==> config.mk <==
export PLATFORM = sky130hd
export DESIGN_NAME = branch_seq
export DESIGN_NICKNAME = d
export VERILOG_FILES = /design/src/rtl/branch_seq.sv
export SDC_FILE = /design/constraint.sdc
export NUM_CORES = 1
export LEC_CHECK = 0
export ABC_AREA = 1
export ABC_CLOCK_PERIOD_IN_PS = 6800
export BUFFER_PORTS_ARGS = -buffer_cell sky130_fd_sc_hd__clkbuf_2
export CORE_UTILIZATION = 25
export DETAILED_ROUTE_END_ITERATION = 10
export SYNTH_ARGS = -nofsm -noshare
export SYNTH_HDL_FRONTEND = slang
export SYNTH_SLANG_ARGS = --single-unit
==> constraint.sdc <==
create_clock -name CLK -period 6.8 [get_ports CLK]
set_input_delay 0.68 -clock CLK [delete_from_list [all_inputs] [get_ports CLK]]
set_output_delay 0.68 -clock CLK [all_outputs]
set_load 0.03 [all_outputs]
==> src/rtl/branch_seq.sv <==
// Relative conditional-branch sequencer: resolves taken/not-taken, page-cross fixup and cycle count.
// Optional macro BRANCH_SEQ_DUMMY_FETCH_EN models the dummy operand reads made during ADD/FIX.
module branch_seq (
    input  logic        CLK,
    input  logic        RES,
    input  logic        BR_START,
    input  logic        n_BRTAKEN,
    input  logic [7:0]  OFFSET,
    input  logic [15:0] PC_IN,
    input  logic        RDY,
    output logic        BUSY,
    output logic        DONE,
    output logic [15:0] PC_OUT,
    output logic [2:0]  CYCLES,
    output logic        PAGE_X,
    output logic        DUMMY_RD,
    output logic [15:0] DUMMY_ADDR
);

    typedef enum logic [1:0] {
        ST_IDLE = 2'd0,
        ST_ADD  = 2'd1,
        ST_FIX  = 2'd2,
        ST_DONE = 2'd3
    } state_t;

    state_t      state_reg;
    logic [15:0] pc_reg;
    logic [7:0]  off_reg;
    logic        brfw_reg;
    logic [7:0]  lo_reg;
    logic        busy_reg;
    logic        done_reg;
    logic [15:0] pc_out_reg;
    logic [2:0]  cycles_reg;
    logic        page_x_reg;

    // Low-byte add as an explicit ripple chain so the carry out is directly visible.
    logic [8:0]  carry;
    logic [7:0]  sum_lo;
    logic        page_cross;
    logic [7:0]  hi_fix;

    assign carry[0] = 1'b0;

    genvar gi;
    generate
        for (gi = 0; gi < 8; gi = gi + 1) begin : g_lo_add
            assign sum_lo[gi]    = pc_reg[gi] ^ off_reg[gi] ^ carry[gi];
            assign carry[gi + 1] = (pc_reg[gi] & off_reg[gi]) |
                                   (carry[gi] & (pc_reg[gi] ^ off_reg[gi]));
        end
    endgenerate

    // Forward branches cross on carry; backward branches cross when no carry (borrow).
    assign page_cross = brfw_reg ? carry[8] : ~carry[8];
    assign hi_fix     = brfw_reg ? (pc_reg[15:8] + 8'd1) : (pc_reg[15:8] - 8'd1);

`ifdef BRANCH_SEQ_DUMMY_FETCH_EN
    logic        dummy_rd_reg;
    logic [15:0] dummy_addr_reg;
`endif

    always_ff @(posedge CLK) begin
        if (RES) begin
            state_reg      <= ST_IDLE;
            pc_reg         <= 16'h0000;
            off_reg        <= 8'h00;
            brfw_reg       <= 1'b0;
            lo_reg         <= 8'h00;
            busy_reg       <= 1'b0;
            done_reg       <= 1'b0;
            pc_out_reg     <= 16'h0000;
            cycles_reg     <= 3'd0;
            page_x_reg     <= 1'b0;
`ifdef BRANCH_SEQ_DUMMY_FETCH_EN
            dummy_rd_reg   <= 1'b0;
            dummy_addr_reg <= 16'h0000;
`endif
        end else if (RDY) begin
            case (state_reg)
                ST_IDLE: begin
                    if (BR_START) begin
                        pc_reg   <= PC_IN;
                        off_reg  <= OFFSET;
                        brfw_reg <= ~OFFSET[7];
                        busy_reg <= 1'b1;
                        if (n_BRTAKEN) begin
                            state_reg  <= ST_DONE;
                            done_reg   <= 1'b1;
                            pc_out_reg <= PC_IN;
                            cycles_reg <= 3'd2;
                            page_x_reg <= 1'b0;
                        end else begin
                            state_reg <= ST_ADD;
`ifdef BRANCH_SEQ_DUMMY_FETCH_EN
                            dummy_rd_reg   <= 1'b1;
                            dummy_addr_reg <= PC_IN;
`endif
                        end
                    end
                end

                ST_ADD: begin
                    lo_reg <= sum_lo;
                    if (page_cross) begin
                        state_reg <= ST_FIX;
`ifdef BRANCH_SEQ_DUMMY_FETCH_EN
                        // The real CPU reads from the uncorrected page first.
                        dummy_addr_reg <= {pc_reg[15:8], sum_lo};
`endif
                    end else begin
                        state_reg  <= ST_DONE;
                        done_reg   <= 1'b1;
                        pc_out_reg <= {pc_reg[15:8], sum_lo};
                        cycles_reg <= 3'd3;
                        page_x_reg <= 1'b0;
`ifdef BRANCH_SEQ_DUMMY_FETCH_EN
                        dummy_rd_reg   <= 1'b0;
                        dummy_addr_reg <= 16'h0000;
`endif
                    end
                end

                ST_FIX: begin
                    state_reg  <= ST_DONE;
                    done_reg   <= 1'b1;
                    pc_out_reg <= {hi_fix, lo_reg};
                    cycles_reg <= 3'd4;
                    page_x_reg <= 1'b1;
`ifdef BRANCH_SEQ_DUMMY_FETCH_EN
                    dummy_rd_reg   <= 1'b0;
                    dummy_addr_reg <= 16'h0000;
`endif
                end

                ST_DONE: begin
                    // Returning to IDLE only; a start request is first seen next cycle.
                    state_reg <= ST_IDLE;
                    done_reg  <= 1'b0;
                    busy_reg  <= 1'b0;
                end

                default: begin
                    state_reg <= ST_IDLE;
                    done_reg  <= 1'b0;
                    busy_reg  <= 1'b0;
                end
            endcase
        end
    end

    assign BUSY   = busy_reg;
    assign DONE   = done_reg;
    assign PC_OUT = pc_out_reg;
    assign CYCLES = cycles_reg;
    assign PAGE_X = page_x_reg;

`ifdef BRANCH_SEQ_DUMMY_FETCH_EN
    assign DUMMY_RD   = dummy_rd_reg;
    assign DUMMY_ADDR = dummy_addr_reg;
`else
    assign DUMMY_RD   = 1'b0;
    assign DUMMY_ADDR = 16'h0000;
`endif

endmodule

## Word-level counts from Yosys, hierarchy flattened

Index checks and enable logic that the tools add are counted.

- Multipliers: 0
- Equal/unequal tests: 6
- Reduce and logical (&&, ||, !) cells: 9
- Order comparisons: 0
- Muxes and demuxes: 24
- Shifts and indexed selects: 0
- Bitwise logic cells: 39
- Divide/modulo/power cells: 0
- $add $sub $neg: 2

Operators with widths:

| kind | count |
|---|---|
| $mux 16 | 3 |
| $pmux 16 s3 | 1 |
| $and 1x1->1 | 15 |
| $xor 1x1->1 | 15 |
| $mux 1 | 9 |
| $mux 3 | 3 |
| $pmux 3 s3 | 1 |
| $add 8x1->8 const B | 1 |
| $mux 8 | 1 |
| $pmux 2 s4 | 1 |
| $sub 8x1->8 const B | 1 |
| $or 1x1->1 | 7 |
| $ne 2x2->1 const B | 3 |
| $reduce_and 3->1 | 2 |
| $reduce_and 5->1 | 1 |
| $eq 2x2->1 const B | 2 |
| $mux 2 | 2 |
| $pmux 1 s4 | 1 |
| $reduce_and 2->1 | 2 |
| $reduce_and 4->1 | 1 |
| $pmux 1 s3 | 1 |
| $reduce_bool 3->1 | 1 |
| $eq 2x1->1 const B | 1 |
| $logic_not 2->1 | 1 |
| other kinds (3) | 4 |

- Logic and storage cells: 90
- Memory bits (read-only): 0
- Output and inout bits: 39
- Bits in writable memories: 0
- Bits of input ports: 29
- Bits in registers: 57
- Memories kept: 0
- Latch bits: 0

## Depth between registers and ports, before layout

- Depth after elaboration: 19
- Gate-level depth with buffers: 20
- Depth with buffers taken out: 19

## Worst setup path before layout

OpenSTA, ideal clock, no wires.

- Path kind: register to register
- From: register pc_reg[0]
- To: register cycles_reg[1] (netlist: CYCLES[1])
- Cell stages (with the launch flop): 19
- Arrival time: 3803 ps
- Setup time: 68 ps
- Slack: 2929 ps
- Required time: 6732 ps
- Cells stage by stage: dfxtp_1 -> ha_1 -> inv_1 -> fa_1 -> fa_1 -> fa_1 -> fa_1 -> fa_1 -> inv_1 -> fa_1 -> inv_1 -> fa_1 -> xor2_1 -> nand2_1 -> nand2_2 -> inv_4 -> nand2_8 -> or2_2 -> a21oi_2

- Word-level cells in the longest chain between the ends: 19

RTL lines:

| what | line | text |
|---|---|---|
| start, declared | 28 | `logic [15:0] pc_reg;` |
| start signal, assigned | 67 | `pc_reg <= 16'h0000;` |
| start signal, assigned | 84 | `pc_reg <= PC_IN;` |
| $and 1x1->1 (*) | 50 | `assign carry[gi + 1] = (pc_reg[gi] & off_reg[gi]) \|` |
| $and 1x1->1 (*) | 51 | `(carry[gi] & (pc_reg[gi] ^ off_reg[gi]));` |
| $or 1x1->1 (*) | 50 |  |
| $and 1x1->1 (*) | 51 |  |
| $or 1x1->1 (*) | 50 |  |
| $and 1x1->1 (*) | 51 |  |
| $or 1x1->1 (*) | 50 |  |
| $and 1x1->1 (*) | 51 |  |
| [3 not listed] | -- |  |
| $and 1x1->1 (*) | 51 |  |
| $or 1x1->1 (*) | 50 |  |
| $and 1x1->1 (*) | 51 |  |
| $or 1x1->1 (*) | 50 |  |
| $not 1->1 | 56 | `assign page_cross = brfw_reg ? carry[8] : ~carry[8];` |
| $mux 1 (*) | 56 |  |
| $ne 2x2->1 (no line) (*) | -- |  |
| $reduce_and 5->1 (no line) (*) | -- |  |
| end signal, assigned | 74 | `cycles_reg <= 3'd0;` |
| end signal, assigned | 92 | `cycles_reg <= 3'd2;` |
| end signal, assigned | 116 | `cycles_reg <= 3'd3;` |
| end, declared | 35 | `logic [2:0] cycles_reg;` |

Every way passes the cells marked *; elsewhere a longest branch is shown, timed or not.
A chain may end at the register's enable or synchronous reset.

## Worst setup path after layout

Same ends and word-level chain as after synthesis.

==> insert_results.sql <==
INSERT INTO impl_metrics (metric_group, metric, value, unit) VALUES
('clocking', 'cts_max_path_buffers', '2', ''),
('logic_synthesis', 'synth.cell_area', '3130', 'µm²'),
('placement', 'place.gp.congestion', '0.804', ''),
('route', 'drt_pre_antenna_iters', '4', ''),
('logic_synthesis', 'synth_simple_gate_area_frac', '0.223', ''),
('clocking', 'postCtsHoldBufs', '0', ''),
('logic_synthesis', 'synthXorXnorAreaFrac', '0.00560', ''),
('status', 'outcome', 'completed', ''),
('sta', 'finalSetupTns', '0', 'ps'),
('cells_and_area', 'post_layout_nonfiller_instances', '619', ''),
('clocking', 'cts_resized', '0', ''),
('min_path', 'hold-path-endpoint', 'PC_OUT[15]$_SDFFE_PP0P_', ''),
('route', 'met3_wirelength', '223', 'µm'),
('route', 'avgRoutedWirePerCell', '12.0', 'µm'),
('floorplanning', 'die_w', '114', 'µm'),
('floorplanning', 'total_die_area', '13000', 'µm²'),
('power', 'vdd.ir_drop.worst', '98.5', 'µV'),
('grt', 'grt_pass1_vias', '2582', ''),
('clocking', 'clock_slew_seen_by_the_registers_of_the_worst_setup_and_hold_paths', '70', 'ps'),
('sta', 'final_hold_viol_count', '0', ''),
('run', 'cap_violations', '0', ''),
('route', 'avgViaCountPerCell', '4.34', ''),
('logic_synthesis', 'ys.warnings.count', '0', ''),
('worst_setup_path', 'element_type_at_the_critical_path_end', 'flip-flop', ''),
('min_path', 'hold_path_depth', '2', ''),
('clocking', 'clock-sinks', '56', ''),
('cells_and_area', 'finish.net_count', '500', ''),
('clocking', 'cts_tree', 'yes', ''),
('sta', 'timing_max_transition_violations_final', '0', ''),
('route', 'routed_wirelength', '7430', 'µm'),
('floorplanning', 'floorplan.die.height', '114', 'µm'),
('worst_setup_path', 'rr_endpoint', 'CYCLES[1]$_SDFFE_PP0P_', ''),
('clocking', 'h-tree-depth', '2', ''),
('floorplanning', 'floorplan.initialDensity', '0.258', ''),
('clocking', 'buffers_inserted_during_post_cts_setup_optimization', '0', ''),
('logic_synthesis', 'synth_compound_gate_area_share', '0.182', ''),
('grt', 'grt_usage', '0.119', ''),
('min_path', 'hold_start', 'PC_OUT[15]$_SDFFE_PP0P_', ''),
('worst_setup_path', 'setup.worst_path.class', 'flip-flop to flip-flop', ''),
('logic_synthesis', 'postSynth.topFlopCell', 'sky130_fd_sc_hd__dfxtp_1', ''),
('route', 'vias', '2685', ''),
('clocking', 'worst_skew_pair.late_latency', '290', 'ps'),
('logic_synthesis', 'post_synth_mux_area_share', '0', ''),
('cells_and_area', 'final_layout_size_suffix_gt1_frac', '0.182', ''),
('floorplanning', 'area_of_the_placeable_core', '12100', 'µm²'),
('sta', 'min_period', '4230', 'ps'),
('sta', 'worst_slew_pin_slew', '1240', 'ps'),
('grt', 'grt_ovf', '0', ''),
('grt', 'first_pass_grt_wire_length', '12400', 'µm'),
('logic_synthesis', 'combinational_family_with_the_most_area_after_synthesis', 'simple AND/OR/NAND/NOR gates', ''),
('floorplanning', 'fp-row-count', '40', ''),
('worst_setup_path', 'setup.reg_to_reg.worst_slack', '2570', 'ps'),
('route', 'drt_iter0_drc', '80', ''),
('grt', 'grt_start_max_net_pins', '57', ''),
('logic_synthesis', 'ys_seq_elements', '56', ''),
('sta', 'unrepaired_setup_endpoints_after_global_routing', 'no', ''),
('logic_synthesis', 'synth.lib_cells_used.distinct', '37', ''),
('sta', 'final_min_period_over_clock_period', '0.621', ''),
('sta', 'timing.clock.skew', '4.96', 'ps'),
('logic_synthesis', 'synth-edff-count', '0', ''),
('cells_and_area', 'synthToLayoutAreaGrowth', '13.5', '%'),
('placement', 'portBuffers', '50', ''),
('worst_setup_path', 'category_of_the_worst_setup_path_launch_point', 'flip-flop', ''),
('floorplanning', 'io_pins', '68', ''),
('route', 'drcViolationCount', '0', ''),
('logic_synthesis', 'postSynthCellCount', '414', ''),
('cells_and_area', 'count_of_inserted_antenna_diode_cells', '0', ''),
('power', 'power_density', '239', 'nW/µm²'),
('route', 'routed-wl-met2', '3570', 'µm'),
('placement', 'dpl.cell_count', '611', ''),
('power', 'p_leak', '1.48', 'nW');
==> power breakdown <==
group / total [mW] / internal, mW / switching [mW] / leakage, nW
combinational: 0.226 / 0.0690 / 0.157 / 0.956
clock: 0.256 / 0.138 / 0.119 / 0.0671
sequential: 0.367 / 0.353 / 0.0141 / 0.457
==> worst max path at each step <==
stage / end / cells past startpoint / slack [ps] / from
final: CYCLES[1]$_SDFFE_PP0P_ / 18 / 2570 / pc_reg[0]$_SDFFE_PP0P_
after global routing: CYCLES[1]$_SDFFE_PP0P_ / 18 / 2250 / pc_reg[0]$_SDFFE_PP0P_
after CTS: CYCLES[1]$_SDFFE_PP0P_ / 18 / 2550 / pc_reg[0]$_SDFFE_PP0P_
after detailed placement: CYCLES[1]$_SDFFE_PP0P_ / 18 / 2570 / pc_reg[0]$_SDFFE_PP0P_
after global placement: CYCLES[1]$_SDFFE_PP0P_ / 18 / 2620 / pc_reg[0]$_SDFFE_PP0P_
after floorplan: CYCLES[1]$_SDFFE_PP0P_ / 18 / 2930 / pc_reg[0]$_SDFFE_PP0P_
==> worst max-delay path: stages (launching register included) <==
cell	delay, ps
sky130_fd_sc_hd__dfxtp_1	340
sky130_fd_sc_hd__ha_1	150
sky130_fd_sc_hd__inv_1	50
sky130_fd_sc_hd__fa_1	370
sky130_fd_sc_hd__fa_1	390
sky130_fd_sc_hd__fa_1	390
sky130_fd_sc_hd__fa_1	390
sky130_fd_sc_hd__fa_1	370
sky130_fd_sc_hd__inv_1	80
sky130_fd_sc_hd__fa_1	160
sky130_fd_sc_hd__inv_1	50
sky130_fd_sc_hd__fa_1	370
sky130_fd_sc_hd__xor2_1	160
sky130_fd_sc_hd__nand2_1	90
sky130_fd_sc_hd__nand2_2	70
sky130_fd_sc_hd__inv_4	110
sky130_fd_sc_hd__nand2_8	170
sky130_fd_sc_hd__or2_2	340
sky130_fd_sc_hd__a21oi_2	110
==> cell families (layout without fill, tap and decap cells) <==
family | count (synthesis) | after routing
simple gates | 166 | 166
other cells | 1 | 17
compound gates | 92 | 92
buf+inv | 76 | 97
fa+ha+maj | 21 | 21
xor+xnor | 2 | 2
flops | 56 | 56
==> Yosys cell counts (all sizes together) (2+ instances only) <==
library cell	count	area (µm²)
a21oi	52	298
or2	3	18.8
nor2	47	194
nand3b	2	15.0
fa	8	160
dfxtp	56	1120
a211oi	21	158
inv	38	145
a22o	2	17.5
buf	30	220
clkbuf	8	30.0
o21ai	14	73.8
nand2	99	393
ha	13	163
nand3	14	70.1
==> layer usage <==
layer | global-route usage | vias to the layer above
met4 | 0.0294 | 0
met1 | 0.156 | 1255
met3 | 0.0191 | 7
li1 | - | 1376
met5 | 0 | -
met2 | 0.204 | 47
==> placed cells by master (no fill, tap or decap), types with 2 or more instances in the layout <==
cell type | synthesis | routed
sky130_fd_sc_hd__nand2_1 | 96 | 96
sky130_fd_sc_hd__fa_1 | 8 | 8
sky130_fd_sc_hd__clkbuf_16 | 0 | 5
sky130_fd_sc_hd__clkbuf_2 | 0 | 50
sky130_fd_sc_hd__a21oi_1 | 42 | 42
sky130_fd_sc_hd__ha_1 | 13 | 13
sky130_fd_sc_hd__nand2_2 | 2 | 2
sky130_fd_sc_hd__inv_2 | 2 | 2
sky130_fd_sc_hd__nor2_2 | 4 | 4
sky130_fd_sc_hd__nand3b_1 | 2 | 2
sky130_fd_sc_hd__nor2_1 | 42 | 42
sky130_fd_sc_hd__dfxtp_1 | 56 | 56
sky130_fd_sc_hd__o21ai_0 | 12 | 12
sky130_fd_sc_hd__a22o_1 | 2 | 2
sky130_fd_sc_hd__inv_1 | 35 | 35
sky130_fd_sc_hd__a21oi_2 | 10 | 10
sky130_fd_sc_hd__a211oi_1 | 21 | 21
sky130_fd_sc_hd__nand3_1 | 14 | 14
sky130_fd_sc_hd__conb_1 | 1 | 17
sky130_fd_sc_hd__or2_2 | 2 | 2
==> layout make-up <==
class	instances	area, µm²
timing repair buffer	51	258
tap	168	210
clock buffer	6	129
fill	1355	8560
clock inverter	2	16.3
sequential	56	1120
multi-input combinational	298	1670
inverter	38	145
==> per-stage QoR <==
| step | power (mW) | setup WS [ps] | utilization | cell area, µm² |
|---|---|---|---|---|
| after floorplan | 0.555 | 2930 | - | 3190 |
| after global routing | 0.903 | 2250 | 0.293 | 3550 |
| after CTS | 0.861 | 2550 | 0.293 | 3550 |
| after global placement | 0.597 | 2620 | 0.281 | 3410 |
| final | 0.849 | 2570 | 0.293 | 3550 |
| after detailed placement | 0.602 | 2570 | 0.281 | 3410 |
Power figures use the tool's default switching activity.
